$ cat config.mk
export PLATFORM = sky130hd
export DESIGN_NAME = trng_collector
export DESIGN_NICKNAME = d
export VERILOG_FILES = /design/src/rtl/trng_collector.sv
export SDC_FILE = /design/constraint.sdc
export NUM_CORES = 1
export LEC_CHECK = 0
export CORE_MARGIN = 4
export CORE_UTILIZATION = 55
export CTS_CLUSTER_DIAMETER = 150
export CTS_CLUSTER_SIZE = 16
export DETAILED_ROUTE_END_ITERATION = 8
export HOLD_SLACK_MARGIN = 0.02
export PLACE_DENSITY = 0.73
export SLEW_MARGIN = 20
export SYNTH_ARGS = -nofsm -noshare
export SYNTH_HDL_FRONTEND = slang
export SYNTH_SLANG_ARGS = --single-unit
$ cat constraint.sdc
create_clock -name clk -period 4.93 [get_ports clk]
set_input_delay 0.986 -clock clk [delete_from_list [all_inputs] [get_ports clk]]
set_output_delay 0.986 -clock clk [all_outputs]
set_load 0.02 [all_outputs]
$ cat src/rtl/trng_collector.sv
// Ring-oscillator TRNG consumer: warm-up, repetition-count health test, word packing, show-ahead FIFO.
// Define TRNG_COLLECTOR_VON_NEUMANN_EN to debias raw bits in pairs (01->0, 10->1, 00/11 dropped).
module trng_collector #(
   parameter int unsigned WORD_WIDTH    = 32,
   parameter int unsigned FIFO_DEPTH    = 4,
   parameter int unsigned WARMUP_CYCLES = 16,
   parameter int unsigned REP_LIMIT     = 16
) (
   input  logic                               clk,
   input  logic                               reset,
   input  logic                               enable,
   output logic                               trng_en,
   input  logic                               trng_in,
   output logic [WORD_WIDTH-1:0]              rdata,
   output logic                               rvalid,
   input  logic                               rready,
   output logic [$clog2(FIFO_DEPTH+1)-1:0]    fifo_level,
   output logic                               health_fail,
   output logic                               busy
);

   localparam int unsigned LVL_W = $clog2(FIFO_DEPTH + 1);
   localparam int unsigned PTR_W = $clog2(FIFO_DEPTH);
   localparam int unsigned BIT_W = $clog2(WORD_WIDTH + 1);
   localparam int unsigned WU_W  = $clog2(WARMUP_CYCLES + 1);
   localparam int unsigned RUN_W = $clog2(REP_LIMIT + 1);

   typedef enum logic [1:0] {S_IDLE, S_WARMUP, S_COLLECT, S_FAULT} state_t;

   state_t                 state_q, state_d;
   logic [WU_W-1:0]        wu_cnt_q;
   logic [BIT_W-1:0]       bit_cnt_q;
   logic [WORD_WIDTH-1:0]  word_q;
   logic                   pend_q;
   logic [RUN_W-1:0]       run_cnt_q, run_cnt_d;
   logic                   prev_q;
   logic [WORD_WIDTH-1:0]  mem_q [FIFO_DEPTH];
   logic [PTR_W-1:0]       wr_ptr_q, wr_ptr_d, rd_ptr_q, rd_ptr_d;
   logic [LVL_W-1:0]       level_q, level_d;
   logic [WORD_WIDTH-1:0]  rdata_q, rdata_d;
   logic                   trng_en_q, health_fail_q, busy_q;

   logic                   collecting, fault, take, pop, slot_free;
   logic                   bit_ok, bit_val, word_done, push;
   logic [WORD_WIDTH-1:0]  word_next, push_data;
`ifdef TRNG_COLLECTOR_VON_NEUMANN_EN
   logic                   phase_q, phase_d, first_q, first_d;
`endif

   assign trng_en     = trng_en_q;
   assign health_fail = health_fail_q;
   assign busy        = busy_q;
   assign rvalid      = (level_q != '0);
   assign fifo_level  = level_q;
   assign rdata       = rdata_q;

   always_comb begin
      collecting = (state_q == S_COLLECT) && enable;
      run_cnt_d  = ((run_cnt_q == '0) || (trng_in != prev_q)) ? RUN_W'(1) : run_cnt_q + RUN_W'(1);
      fault      = collecting && (run_cnt_d == RUN_W'(REP_LIMIT));
      take       = collecting && !fault && !pend_q;
      pop        = rvalid && rready;
      slot_free  = (level_q != LVL_W'(FIFO_DEPTH)) || pop;
`ifdef TRNG_COLLECTOR_VON_NEUMANN_EN
      phase_d = phase_q;
      first_d = first_q;
      bit_ok  = 1'b0;
      bit_val = first_q;
      if (take) begin
         if (!phase_q) begin
            phase_d = 1'b1;
            first_d = trng_in;
         end else begin
            phase_d = 1'b0;
            bit_ok  = (first_q != trng_in);
         end
      end
`else
      bit_ok  = take;
      bit_val = trng_in;
`endif
      word_next = {word_q[WORD_WIDTH-2:0], bit_val};
      word_done = bit_ok && (bit_cnt_q == BIT_W'(WORD_WIDTH - 1));
      push      = collecting && !fault && slot_free && (pend_q || word_done);
      push_data = pend_q ? word_q : word_next;

      wr_ptr_d = push ? wr_ptr_q + PTR_W'(1) : wr_ptr_q;
      rd_ptr_d = pop  ? rd_ptr_q + PTR_W'(1) : rd_ptr_q;
      level_d  = level_q + LVL_W'(push) - LVL_W'(pop);
      // Head register: bypass the word being written when it becomes the new head.
      if (level_d == '0)
         rdata_d = rdata_q;
      else if (push && (wr_ptr_q == rd_ptr_d))
         rdata_d = push_data;
      else
         rdata_d = mem_q[rd_ptr_d];

      state_d = state_q;
      unique case (state_q)
         S_IDLE:    if (enable) state_d = S_WARMUP;
         S_WARMUP: begin
            if (!enable)
               state_d = S_IDLE;
            else if (wu_cnt_q == WU_W'(WARMUP_CYCLES - 1))
               state_d = S_COLLECT;
         end
         S_COLLECT: begin
            if (!enable)
               state_d = S_IDLE;
            else if (fault)
               state_d = S_FAULT;
         end
         S_FAULT:   if (!enable) state_d = S_IDLE;
         default:   state_d = S_IDLE;
      endcase
   end

   always_ff @(posedge clk) begin
      if (reset) begin
         state_q       <= S_IDLE;
         trng_en_q     <= 1'b0;
         health_fail_q <= 1'b0;
         busy_q        <= 1'b0;
         wu_cnt_q      <= '0;
         bit_cnt_q     <= '0;
         word_q        <= '0;
         pend_q        <= 1'b0;
         run_cnt_q     <= '0;
         prev_q        <= 1'b0;
         wr_ptr_q      <= '0;
         rd_ptr_q      <= '0;
         level_q       <= '0;
         rdata_q       <= '0;
         for (int unsigned i = 0; i < FIFO_DEPTH; i++) mem_q[i] <= '0;
`ifdef TRNG_COLLECTOR_VON_NEUMANN_EN
         phase_q       <= 1'b0;
         first_q       <= 1'b0;
`endif
      end else begin
         state_q       <= state_d;
         trng_en_q     <= (state_d == S_WARMUP) || (state_d == S_COLLECT);
         busy_q        <= (state_d == S_WARMUP) || (state_d == S_COLLECT);
         health_fail_q <= (state_d == S_FAULT);
         wu_cnt_q      <= (state_q == S_WARMUP) ? wu_cnt_q + WU_W'(1) : '0;

         if ((state_q != S_COLLECT) || (state_d != S_COLLECT)) begin
            bit_cnt_q <= '0;
            pend_q    <= 1'b0;
            run_cnt_q <= '0;
`ifdef TRNG_COLLECTOR_VON_NEUMANN_EN
            phase_q   <= 1'b0;
`endif
         end else begin
            run_cnt_q <= run_cnt_d;
            prev_q    <= trng_in;
            pend_q    <= pend_q ? !slot_free : (word_done && !slot_free);
            if (bit_ok) begin
               word_q    <= word_next;
               bit_cnt_q <= word_done ? '0 : bit_cnt_q + BIT_W'(1);
            end
`ifdef TRNG_COLLECTOR_VON_NEUMANN_EN
            phase_q   <= phase_d;
            first_q   <= first_d;
`endif
         end

         if (push) mem_q[wr_ptr_q] <= push_data;
         wr_ptr_q <= wr_ptr_d;
         rd_ptr_q <= rd_ptr_d;
         level_q  <= level_d;
         rdata_q  <= rdata_d;
      end
   end

endmodule
# Word level (Yosys, flattened, before mapping)
# Memory sizes are Yosys's and may differ from the RTL's. A register that Yosys moved wholly into a read port is not among the register bits.
# Index checks and enable logic that the tools add are counted.
dict set report totals {
  register_bits 61
  latchBits 0
  ramBits 128
  rom_bits 0
  in_bits 5
  out_inout_bits 39
  word_cells 81
  n_memories 1
}
# name words word_bits read_ports rd_ports_with_merged_regs write_ports line_no
set memory_table {}
lappend memory_table {mem_q 4 32 1 1 4 37} ;# logic [WORD_WIDTH-1:0] mem_q [FIFO_DEPTH];
dict set report op_classes {
  add_sub_neg 7
  mul 0
  div_mod_pow 0
  magnitude_cmp 0
  n_eq_ne 13
  n_shift 0
  n_mux 20
  n_bitwise 2
  reduce_logical 26
}
# cell count
set ops {}
lappend ops {{$mux W32} 2}
lappend ops {{$reduce_or A32 Y1} 1}
lappend ops {{$mux W2} 8}
lappend ops {{$add A5 B1 Y5 const B} 2}
lappend ops {{$logic_and A1 B1 Y1} 9}
lappend ops {{$eq A2 B2 Y1 const B} 4}
lappend ops {{$pmux W2 S4} 1}
lappend ops {{$mux W1} 7}
lappend ops {{$add A6 B1 Y6 const B} 1}
lappend ops {{$eq A6 B5 Y1 const B} 1}
lappend ops {{$mux W6} 1}
lappend ops {{$eq A5 B4 Y1 const B} 1}
lappend ops {{$eq A5 B5 Y1 const B} 1}
lappend ops {{$logic_not A5 Y1} 1}
lappend ops {{$logic_or A1 B1 Y1} 5}
lappend ops {{$mux W5} 1}
lappend ops {{$add A2 B1 Y2 const B} 2}
lappend ops {{$eq A2 B1 Y1 const B} 2}
lappend ops {{$logic_not A1 Y1} 4}
lappend ops {{$ne A2 B2 Y1 const B} 2}
lappend ops {{$reduce_or A2 Y1} 2}
lappend ops {{$add A3 B1 Y3} 1}
lappend ops {{$logic_not A3 Y1} 1}
lappend ops {{$ne A3 B3 Y1 const B} 1}
lappend ops {{6 further kinds} 7}

# Logic depth before layout (Yosys ltp)
dict set report logic_depth {
  ltp_word 16
  mapped_depth 21
  depth_no_buf 17
}

# Worst setup path after synthesis
# Ideal clock, no wire load.
dict set report synth_path {
  path_kind {input to register}
  start {input trng_in}
  end {register rdata_q[10], in the netlist rdata[10] (read register of mem_q)}
  setup_ns 0.146
  arrival_time_ns 4.249
  t_required_ns 4.784
  setup_slack_ns 0.535
  cell_stages 19
  n_path_buf 4
  path_cell_list {xor2_1 -> nor4_1 -> and2_1 -> clkbuf_1 -> nor3_2 -> buf_2 -> inv_1 -> ha_1 -> inv_1 -> ha_1 -> inv_1 -> fa_1 -> xor2_1 -> xnor2_1 -> nand3b_1 -> clkbuf_1 -> clkbuf_1 -> o21a_1 -> a211oi_2}
}
dict set report synth_via {
  elab_chain_cells 15
  elab_cells_between_ends 16
  cone_classes {2 x add/sub; 2 x eq/ne; 1 x mux; 11 x reduce/logical}
}
# item line_no
set synth_rtl {}
lappend synth_rtl {{start, declared} 13} ;# input logic trng_in,
lappend synth_rtl {{$ne A1 B1 Y1 *} 59} ;# run_cnt_d = ((run_cnt_q == '0) || (trng_in != prev_q)) ? RUN_W'(1) : run_cnt_q + RUN_W'(1);
lappend synth_rtl {{$logic_or A1 B1 Y1 *} 59}
lappend synth_rtl {{$mux W5 *} 59}
lappend synth_rtl {{$eq A5 B5 Y1 *} 60} ;# fault = collecting && (run_cnt_d == RUN_W'(REP_LIMIT));
lappend synth_rtl {{$logic_and A1 B1 Y1 *} 60}
lappend synth_rtl {{$logic_not A1 Y1 *} {61, 84}}
lappend synth_rtl {{$logic_and A1 B1 Y1 *} {61, 84}}
lappend synth_rtl {{$logic_and A1 B1 Y1} 61} ;# take = collecting && !fault && !pend_q;
lappend synth_rtl {{$logic_and A1 B1 Y1} 83} ;# word_done = bit_ok && (bit_cnt_q == BIT_W'(WORD_WIDTH - 1));
lappend synth_rtl {{$logic_or A1 B1 Y1} 84} ;# push = collecting && !fault && slot_free && (pend_q || word_done);
lappend synth_rtl {{$logic_and A1 B1 Y1 *} 84}
lappend synth_rtl {{$add A3 B1 Y3 *} 89} ;# level_d = level_q + LVL_W'(push) - LVL_W'(pop);
lappend synth_rtl {{$sub A3 B1 Y3 *} 89}
lappend synth_rtl {{$logic_not A3 Y1 *} 91} ;# if (level_d == '0)
lappend synth_rtl {{$logic_not A1 Y1 (no line) *} n/a}
lappend synth_rtl {{end, declared} 40} ;# logic [WORD_WIDTH-1:0] rdata_q, rdata_d;
# Mark *: on every way between the ends. The rest lies on a longest branch, timed or not.
# A chain may end at the register's enable or synchronous reset.

# Worst setup path in the final report
dict set report layout_path {
  start {input rready}
  end {register rdata_q[18], in the netlist rdata[18] (read register of mem_q)}
}
dict set report layout_via {
  elab_chain_cells 8
  elab_cells_between_ends 9
  cone_classes {2 x add/sub; 1 x mux; 6 x reduce/logical}
}
# item line_no
set layout_rtl {}
lappend layout_rtl {{start, declared} 16} ;# input logic rready,
lappend layout_rtl {{$logic_and A1 B1 Y1 *} 62} ;# pop = rvalid && rready;
lappend layout_rtl {{$logic_or A1 B1 Y1} 63} ;# slot_free = (level_q != LVL_W'(FIFO_DEPTH)) || pop;
lappend layout_rtl {{$logic_and A1 B1 Y1 (2 in a row)} 84}
lappend layout_rtl {{$add A3 B1 Y3} 89}
lappend layout_rtl {{$sub A3 B1 Y3} 89}
lappend layout_rtl {{$logic_not A3 Y1} 91}
lappend layout_rtl {{$logic_not A1 Y1 (no line)} n/a}
# Marks and branches as above.

==> metrics.csv <==
stage;metric;value;unit
status;run_status;completed;
grt;globalRouteTotalUtil;0.238;
placement;post-dp-hpwl;15300;um
worst_hold_path;min_from;wu_cnt_q[0];
clock_tree;clock-root-buffer;clkbuf_16;
final_layout;area_of_all_placed_cells_without_fillers;0.0122;mm^2
pwr;worst_ir_drop_vdd;0.185;mV
clock_tree;cts_max_path_buffers;3;
sta;final_hold_violation_count;0;
clock_tree;clkSinkCount;221;
floorplan;core-area;0.0196;mm^2
floorplan;floorplan.rows;51;
sta;fin_worst_hold_slack;0.448;ns
grt;grt_remaining_overflow;0;
sta;final_min_period_over_clock_period;0.823;
grt;global_route.usage.met3;0.0288;
sta;fmax;246;MHz
clock_tree;clock_insertion_delay_worst_skew;0.48;ns
clock_tree;post-cts-setup-buffers;0;
setup_path;worstReg2RegStart;run_cnt_q[0];
floorplan;floorplan.die.height;150;um
clock_tree;clock_tree_from_tritoncts;done;
synthesis;synth.cell_area;0.0111;mm^2
setup_path;crit_fanout;40;
grt;grt_antenna_before_repair;0;
worst_hold_path;holdCritPathClass;reg2reg;
floorplan;top_level_ports;44;
placement;place.port_buffers;43;
synthesis;synthesis_warnings;0;
synthesis;count_of_state_elements_after_synthesis;221;
placement;gp_congestion;0.773;
sta;timing.max_slew.rel_slack;0.394;
floorplan;die_area;0.0224;mm^2
clock_tree;post_cts_resize_count;0;
synthesis;syn_nets;1080;
drt;totalWireLength;26200;um
grt;grt_start_max_net_pins;98;
pwr;total_power;0.00342;W
drt;dr.first_iter.drc_count;695;
final_layout;number_of_nets_in_the_layout;1075;
clock_tree;hold_buffers;0;
final_layout;fill_cells;1619;
sta;finalMaxSlewViolations;0;
sta;transition_time_at_the_pin_with_the_least_slew_margin;0.909;ns
grt;globalRouteMet1Util;0.312;
setup_path;arrival_worst_endpoint;4.39;ns
final_layout;register_area;0.00571;mm^2
worst_hold_path;hold_depth;1;
drt;drt_first_pass_iters;5;
synthesis;netlist_instances;1065;
setup_path;r2r_cells;18;
final_layout;drive_above_1_share;0.123;
setup_path;worst_setup_path_start_kind;input port;
final_layout;area_growth;10.2;%
sta;setup_violations;0;
synthesis;syn_avg_cell_area;10.4;um^2
worst_hold_path;holdPathEnd;wu_cnt_q[0];
floorplan;floorplan.initialDensity;0.564;
final_layout;multi_input_area;0.00492;mm^2
clock_tree;cts.clk_slew.worst_paths;0.07;ns
drt;postRouteAntennaNets;0;
floorplan;fp.dieW;150;um
grt;grt_pass1_wl;42800;um
grt;vias_in_the_first_global_route;8236;
setup_path;critical_path.max_stage_delay;0.66;ns
drt;detail_route.wl_per_cell;19.6;um
grt;grt_most_used_layer;met2;
setup_path;timing.reg2reg.setup_slack;1.23;ns
setup_path;timing.critical_path.to_type;flop;
sta;finalWorstPathRequiredPeriod;4.06;ns
synthesis;synth_cell_type_count;45;
sta;skew;0.00840;ns
drt;drc_errors;0;
clock_tree;ctsHtreeMaxLevel;1;
pwr;static-leakage-power;3.79;nW
setup_path;crit_path_cell_trace;clkdlybuf4s50_1 > or4b_2 > o211ai_1 > nor3_4 > inv_1 > ha_1 > inv_1 > ha_1 > inv_1 > fa_1 > xor2_1 > xnor2_1 > nand3b_1 > buf_4 > o21a_1 > a211oi_2;
placement;placedInstanceArea;0.0117;mm^2
setup_path;reg2reg_to;rdata[18];
setup_path;timing_worst_setup_path_type;in2reg;
final_layout;n_antenna_cell;0;
setup_path;critical_path.most_common_cell;inv_1;
job;cap_viol_max_count;0;
sta;setup_tns;0;ns
clock_tree;tritoncts.num_buffers;17;
drt;vias_per_cell;6.18;
setup_path;slowest_stage;or4b_2;
synthesis;yosysSeqAreaShare;0.516;
drt;num_vias;8240;
setup_path;worstPathRequired;5.26;ns
pwr;power.density;281;mW/mm^2
sta;grt_setup_unrepaired;false;
grt;global_route.usage.met2;0.416;
[critical path: cells and delay by family]
kind                     cells  cell delay [ns]
adder cells (fa/ha/maj)      3             0.71
XOR/XNOR                     2             0.31
AO/OA/AOI/OAI                3             0.50
AND/OR/NAND/NOR              3             0.82
buffers and inverters        5             1.04
[metrics by stage]
stage / worst slack [ns] / cells / util
after floorplan: 0.535 / 1065 / -
after global placement: 0.458 / 1306 / 0.598
after detailed placement: 0.371 / 1306 / 0.598
after CTS: 0.878 / 1334 / 0.622
after global routing: 0.596 / 1334 / 0.622
final: 0.871 / 1334 / 0.622
[registers in the layout (all words and copies together), names as in the netlist, 2 cells and up]
signal / cells
wu_cnt_q: 5
wr_ptr_q: 2
bit_cnt_q: 6
mem_q: 128
run_cnt_q: 5
rdata: 32
word_q: 32
state_q: 2
rd_ptr_q: 2
fifo_level: 3
[layout make-up]
type                    instances  share of cell area
clock inverters                 1            0.000411
multi-input cells             733               0.404
flip-flops and latches        221               0.469
clock buffers                  27              0.0380
inverters                      12             0.00370
repair buffers                 75              0.0579
well taps                     265              0.0272
[worst max-delay path by stage]
stage	to	startpoint	slack, ns	cells after the start
after floorplan	rdata[10]	trng_in	0.54	19
after detailed placement	rdata[16]	rready	0.37	16
after global placement	rdata[16]	trng_in	0.46	17
after global routing	rdata[18]	trng_in	0.60	17
final	rdata[18]	rready	0.87	16
after CTS	rdata[18]	rready	0.88	16
[cell families (layout without fill, tap and decap cells)]
logic type               after synthesis  in the layout  share of synthesized area
AO/OA/AOI/OAI                        306            306                      0.211
flip-flops                           221            221                      0.516
XOR/XNOR                              19             19                     0.0151
multiplexers                          98             98                     0.0924
adder cells (fa/ha/maj)               10             10                     0.0120
AND/OR/NAND/NOR                      300            300                      0.113
buffers and inverters                111            115                     0.0399
[cells in the mapped netlist (all sizes together)]
cell type | number | share of area
nor4 | 2 | 0.0011
o21a | 33 | 0.022
o21bai | 1 | 0.00068
o221ai | 64 | 0.051
edfxtp | 128 | 0.35
dfxtp | 93 | 0.17
o2bb2ai | 33 | 0.026
xnor2 | 8 | 0.0063
o211ai | 2 | 0.0014
nor3 | 5 | 0.0032
nand4 | 3 | 0.0017
nand2b | 4 | 0.0023
buf | 24 | 0.010
and3 | 3 | 0.0017
or2 | 3 | 0.0017
inv | 12 | 0.0041
mux2i | 66 | 0.060
or3b | 1 | 0.00079
mux2 | 32 | 0.033
nor2 | 248 | 0.084
nand2 | 7 | 0.0024
a31o | 3 | 0.0024
and2 | 1 | 0.00057
a21o | 33 | 0.022
and4 | 1 | 0.00079
xor2 | 11 | 0.0087
nor2b | 7 | 0.0040
or3 | 4 | 0.0023
nand3 | 5 | 0.0023
a21oi | 38 | 0.017
a211oi | 33 | 0.036
clkbuf | 75 | 0.025
nand3b | 3 | 0.0020
or4b | 1 | 0.00091
ha | 9 | 0.010
fa | 1 | 0.0018
o21ai | 65 | 0.029
o31ai | 1 | 0.0019
nor4b | 1 | 0.00079
or4 | 1 | 0.00068
[layer usage]
layer / vias up / wire [um]
li1: 3892 / -
met1: 3985 / 11100
met2: 309 / 12900
met3: 54 / 1670
met4: 0 / 539
met5: - / 0
[placed cells by master (no fill, tap or decap), types with 38 or more instances in the layout]
| cell | Yosys | routed |
|---|---|---|
| o21ai_0 | 65 | 65 |
| nor2_1 | 248 | 248 |
| dfxtp_1 | 93 | 90 |
| a21oi_1 | 38 | 38 |
| clkdlybuf4s50_1 | 0 | 42 |
| edfxtp_1 | 128 | 128 |
| o221ai_1 | 64 | 64 |
| mux2i_1 | 66 | 66 |
[power breakdown]
group	switching, W	leakage, nW	internal (W)
combinational	0.0000818	1.60	0.0000510
clock	0.000622	0.225	0.000646
sequential	0.0000204	1.97	0.00200
total	0.000725	3.79	0.00270
Power figures use the tool's default switching activity.
